[src/rtl/io_console_responder.sv]
// Board-side responder for CPU IN/OUT transactions: debounced confirm button,
// switch capture for IN, and a sequential binary-to-BCD converter for OUT.
module io_console_responder #(
    parameter int DEBOUNCE_CYCLES = 16,
    parameter int SW_W            = 8
) (
    input  logic            clk,
    input  logic            reset,
    input  logic            req,
    input  logic            cmd,
    input  logic [31:0]     wdata,
    input  logic            btn,
    input  logic [SW_W-1:0] sw,
    output logic            ack,
    output logic            busy,
    output logic [31:0]     rdata,
    output logic            waiting_input,
    output logic [3:0]      bcd_hundreds,
    output logic [3:0]      bcd_tens,
    output logic [3:0]      bcd_units,
    output logic            overflow
);

    localparam int CNT_W = (DEBOUNCE_CYCLES > 2) ? $clog2(DEBOUNCE_CYCLES) : 1;
    localparam logic [CNT_W-1:0] CNT_MAX = CNT_W'(DEBOUNCE_CYCLES - 1);
    localparam logic [3:0] LAST_ITER = 4'd9;

    typedef enum logic [1:0] {
        S_IDLE,
        S_WAIT_BTN,
        S_CONVERT,
        S_DONE
    } state_e;

    // Button synchroniser and debounce
    logic             sync1_q, sync2_q;
    logic             btn_db_q, btn_prev_q;
    logic [CNT_W-1:0] db_cnt_q;
    logic             btn_pulse;

    // NOTE: sequential state uses non-blocking assignments so every register
    // samples the pre-edge values of the others, independent of statement order.
    always_ff @(posedge clk or posedge reset) begin
        if (reset) begin
            sync1_q    <= 1'b0;
            sync2_q    <= 1'b0;
            btn_db_q   <= 1'b0;
            btn_prev_q <= 1'b0;
            db_cnt_q   <= '0;
        end else begin
            sync1_q    <= btn;
            sync2_q    <= sync1_q;
            btn_prev_q <= btn_db_q;
            if (sync2_q == btn_db_q) begin
                db_cnt_q <= '0;
            end else if (db_cnt_q == CNT_MAX) begin
                btn_db_q <= ~btn_db_q;
                db_cnt_q <= '0;
            end else begin
                db_cnt_q <= db_cnt_q + 1'b1;
            end
        end
    end

    // Decoded from registers only, so it carries no path from the raw pin.
    assign btn_pulse = btn_db_q & ~btn_prev_q;

    // Double-dabble datapath
    state_e      state_q;
    logic [9:0]  value_q, value_d;
    logic [11:0] scratch_q, scratch_d;
    logic [11:0] adj;
    logic [3:0]  iter_q;
    logic        ovf_pend_q;

    logic        ack_q, busy_q, waiting_q, overflow_q;
    logic [31:0] rdata_q;
    logic [3:0]  hund_q, tens_q, units_q;

    // NOTE: adj is fully assigned before any conditional update, so no
    // latch is inferred for the digits that do not need correcting.
    always_comb begin
        adj = scratch_q;
        for (int i = 0; i < 3; i++) begin
            if (adj[4*i +: 4] >= 4'd5) begin
                adj[4*i +: 4] = adj[4*i +: 4] + 4'd3;
            end
        end
        {scratch_d, value_d} = {adj[10:0], value_q, 1'b0};
    end

    always_ff @(posedge clk or posedge reset) begin
        if (reset) begin
            state_q    <= S_IDLE;
            value_q    <= '0;
            scratch_q  <= '0;
            iter_q     <= '0;
            ovf_pend_q <= 1'b0;
            ack_q      <= 1'b0;
            busy_q     <= 1'b0;
            waiting_q  <= 1'b0;
            overflow_q <= 1'b0;
            rdata_q    <= '0;
            hund_q     <= '0;
            tens_q     <= '0;
            units_q    <= '0;
        end else begin
            case (state_q)
                S_IDLE: begin
                    if (req) begin
                        busy_q <= 1'b1;
                        if (cmd) begin
                            value_q    <= (wdata > 32'd999) ? 10'd999 : wdata[9:0];
                            ovf_pend_q <= (wdata > 32'd999);
                            scratch_q  <= '0;
                            iter_q     <= '0;
                            state_q    <= S_CONVERT;
                        end else begin
                            waiting_q <= 1'b1;
                            state_q   <= S_WAIT_BTN;
                        end
                    end
                end
                S_WAIT_BTN: begin
                    if (btn_pulse) begin
                        rdata_q   <= 32'(sw);
                        waiting_q <= 1'b0;
                        ack_q     <= 1'b1;
                        state_q   <= S_DONE;
                    end
                end
                S_CONVERT: begin
                    scratch_q <= scratch_d;
                    value_q   <= value_d;
                    iter_q    <= iter_q + 4'd1;
                    // Digits and overflow publish together on the final iteration.
                    if (iter_q == LAST_ITER) begin
                        hund_q     <= scratch_d[11:8];
                        tens_q     <= scratch_d[7:4];
                        units_q    <= scratch_d[3:0];
                        overflow_q <= ovf_pend_q;
                        ack_q      <= 1'b1;
                        state_q    <= S_DONE;
                    end
                end
                S_DONE: begin
                    if (!req) begin
                        ack_q   <= 1'b0;
                        busy_q  <= 1'b0;
                        state_q <= S_IDLE;
                    end
                end
                default: begin
                    state_q   <= S_IDLE;
                    ack_q     <= 1'b0;
                    busy_q    <= 1'b0;
                    waiting_q <= 1'b0;
                end
            endcase
        end
    end

    assign ack           = ack_q;
    assign busy          = busy_q;
    assign waiting_input = waiting_q;
    assign rdata         = rdata_q;
    assign bcd_hundreds  = hund_q;
    assign bcd_tens      = tens_q;
    assign bcd_units     = units_q;
    assign overflow      = overflow_q;

endmodule

[config.mk]
export PLATFORM = sky130hd
export DESIGN_NAME = io_console_responder
export DESIGN_NICKNAME = d
export VERILOG_FILES = /design/src/rtl/io_console_responder.sv
export SDC_FILE = /design/constraint.sdc
export NUM_CORES = 1
export LEC_CHECK = 0
export ABC_CLOCK_PERIOD_IN_PS = 2100
export BUFFER_PORTS_ARGS = -buffer_cell sky130_fd_sc_hd__buf_2
export CORE_MARGIN = 1
export CORE_UTILIZATION = 46
export DETAILED_ROUTE_END_ITERATION = 10
export GPL_ROUTABILITY_DRIVEN = 0
export HOLD_SLACK_MARGIN = 0.05
export PLACE_DENSITY_LB_ADDON = 0.12
export SYNTH_ARGS = -nofsm -noshare
export SYNTH_HDL_FRONTEND = slang
export SYNTH_SLANG_ARGS = --single-unit
[constraint.sdc]
create_clock -name clk -period 2.1 [get_ports clk]
set_input_delay 0.21 -clock clk [delete_from_list [all_inputs] [get_ports clk]]
set_output_delay 0.21 -clock clk [all_outputs]
set_load 0.005 [all_outputs]
==> flow_summary.toml <==
[status]
status = "finished clean"

[worst_setup_path]
required_ns = 2.31
worstPathArrival_ns = 2.20
crit_path_end_kind = "flop"
cp_max_fo = 9
setup.worst_path.class = "reg -> reg"
startpoint_type = "flop"

[placement]
numPortBuffers = 68
dp_cells = 433
detailed_place_hpwl_um = 4140
post-place-ws_ns = 0.0828
placed_cell_area_mm2 = 0.00342

[power]
leakagePower_nw = 1.76
irDropWorstVdd_v = 0.000729
p_clk_share_pct = 33.5
p_sw_w = 0.00119
power.internal_w = 0.00277
p_comb_share_pct = 28.2
sequentialPowerShare_pct = 38.3
p_per_area_mw_per_mm2 = 1070
p_sw_share_pct = 30.0

[yosys]
ys_types = 41
syn_inst = 293
synth_area_mm2 = 0.00306
yosys_warnings = 0
yosysSeqAreaShare_pct = 49.9
avgSynthCellArea_um2 = 10.4
yosys_register_bits = 61

[clock_tree]
clock_path_buffers = 2
cts_root_buffer = "clkbuf_8"
tritoncts = "yes"
clock_latency_ns = 0.33
clkSinkCount = 61
cts.reportedPaths.clkPinSlew_ns = 0.07
cts_buffers = 9
h-tree-depth = 3

[timing]
hold_viol = 0
fin_crit_ns = 1.99
layout_setup_ws_ns = 0.110
setup_tns_ns = 0
fmax_mhz = 503
fin_crit_sh_pct = 94.7
finalMaxSlewViolations = 0
setup_viol = 0
rsz0062_at_grt = "false"
skew_ns = 0.00758

[detailed_routing]
final_antenna_net_count = 0
num_vias = 2288
drt_drc_violations_left = 0
drtIter0Drc = 91
drt_wl_total_um = 5750
wire_per_inst_um = 12.7
vias_per_cell = 5.06
dr.pass1.iters = 4

[floorplanning]
initial_core_util_pct = 47.9
design.core.area_mm2 = 0.00639
die_y_um = 83.6
rows = 29
fp.dieArea_mm2 = 0.00699
ioPinCount = 93
die_w_um = 83.6

[cells_and_area]
num-nets-final = 428
final_layout_size_suffix_gt1_share_pct = 29.6
fin_cells = 452
utilization_pct = 58.1
diodes = 0
stdcell_area_mm2 = 0.00371
layout-area-overhead-vs-synth_pct = 21.3
fillerInstances = 568

[grt]
grt_pass1_wl_um = 9720
antenna_found_initial = 0
grt_pass1_vias = 2143
grt_overflow_total = 0
grt_use_total_pct = 17.6
grt_max_degree = 32

[flow_run]
cap_violations = 0

[hold_path]
hold_path_class = "in -> reg"
[sequential cells by signal (all words and copies together) (netlist names), 2 cells and up]
signal / cells
state_q: 2
value_q: 10
bcd_tens: 4
iter_q: 4
bcd_hundreds: 4
db_cnt_q: 4
bcd_units: 4
rdata: 8
scratch_q: 12
[timing repair]
action | CTS | global route
setup buffers | 0 | 1
endpoints found under the setup margin | 0 | 7
resized for setup | 0 | 1
endpoints found under the hold margin | 15 | 0
hold buffers | 2 | 0
[final timing paths]
check | from | endpoint | slack, ns | cells past startpoint
worst min register to register | sync1_q$_DFF_PP0_ | sync2_q$_DFF_PP0_ | 0.35 | 0
max in group asynchronous | reset | bcd_tens[1]$_DFFE_PP0P_ | 1.18 | 4
worst max-delay path | state_q[0]$_DFFE_PP0P_ | value_q[6]$_DFFE_PP0P_ | 0.11 | 6
min in group asynchronous | reset | sync2_q$_DFF_PP0_ | 0.39 | 3
worst max register to register | state_q[0]$_DFFE_PP0P_ | value_q[6]$_DFFE_PP0P_ | 0.11 | 6
worst min-delay path | sw[5] | rdata[5]$_DFFE_PP0P_ | 0.11 | 2
[power groups by stage]
| stage | logic (W) | registers [W] | clock network (W) |
|---|---|---|---|
| after global routing | 0.00125 | 0.00155 | 0.00142 |
| final | 0.00112 | 0.00152 | 0.00133 |
| after detailed placement | 0.00109 | 0.00154 | 0 |
| after global placement | 0.00106 | 0.00153 | 0 |
| after CTS | 0.00110 | 0.00152 | 0.00136 |
| after floorplan | 0.000775 | 0.00151 | 0 |
[critical path: stages (launching register included)]
cell and delay, ns:
dfrtp_1 0.40, inv_1 0.10, ha_1 0.24, nand3_4 0.12, and2_4 0.18, or4_4 0.57, o221a_1 0.25
[area by class of cell]
type	count	area (um2)	share of cell area (%)
clock inverters	3	90.1	2.43
well taps	77	96.3	2.60
flip-flops and latches	61	1530	41.1
multi-input cells	204	1340	36.0
repair buffers	78	433	11.7
clock buffers	13	169	4.55
inverters	16	60.1	1.62
[metrics by stage]
step                total power, W  hold slack, ns
finish                     0.00396           0.114
global route               0.00422          0.0956
CTS                        0.00398          0.0946
detailed placement         0.00262           0.203
global placement           0.00260           0.202
floorplan                  0.00229           0.241
[logic make-up after synthesis]
| group | share of synthesized area [%] |
|---|---|
| compound gates | 14.3 |
| xor+xnor | 2.00 |
| fa+ha+maj | 5.31 |
| buf+inv | 9.52 |
| flops | 49.9 |
| mux | 5.80 |
| other cells | 0.122 |
| simple gates | 13.0 |
[metal layers]
metal / wire length, um / up-vias / part of all wire (%) / global-route usage, %
li1: - / 1130 / - / -
met1: 2730 / 1064 / 47 / 23.4
met2: 2630 / 83 / 46 / 26.5
met3: 258 / 11 / 4.5 / 3.66
met4: 128 / 0 / 2.2 / 10.8
met5: 0 / - / 0 / 0
[synth_stat cells (all sizes together)]
master / instances / share of area, %
and2: 1 / 0.29
nor3b: 4 / 0.98
o22ai: 5 / 1.0
conb: 1 / 0.12
a21oi: 12 / 2.0
o221a: 7 / 2.6
o211ai: 1 / 0.25
a22oi: 1 / 0.25
nor4: 5 / 1.0
buf: 27 / 6.6
a22o: 2 / 0.57
inv: 16 / 2.0
nand4: 2 / 0.41
o31ai: 4 / 0.98
a211oi: 1 / 0.25
nand4b: 1 / 0.29
o21ai: 29 / 4.7
or2b: 1 / 0.25
clkbuf: 8 / 0.98
nand2b: 5 / 1.0
nand2: 28 / 3.4
nor2b: 1 / 0.20
nand3: 4 / 1.1
or4: 1 / 0.37
a21boi: 2 / 0.49
or2: 1 / 0.20
o221ai: 2 / 0.57
xnor2: 7 / 2.0
a31oi: 1 / 0.20
or3: 7 / 1.4
mux2i: 2 / 0.65
nor2: 9 / 1.1
mux2: 14 / 5.1
a21o: 2 / 0.49
ha: 13 / 5.3
nor3: 3 / 0.49
dfrtp: 61 / 50
nand3b: 2 / 0.49
[cell usage in the layout, fill, tap and decap left out, drive strengths merged, types with 3 or more instances in the layout]
cell type	n
nand2b	5
ha	13
nor3b	4
inv	16
a21oi	12
xnor2	7
nand2	28
o22ai	5
nor2	9
o21ai	29
nand3	4
or3	7
dfrtp	61
clkbuf	13
mux2	14
o31ai	4
nor3	3
bufinv	3
nor4	5
o221a	7
conb	24
buf	76
(Power assumes the default switching activity.)
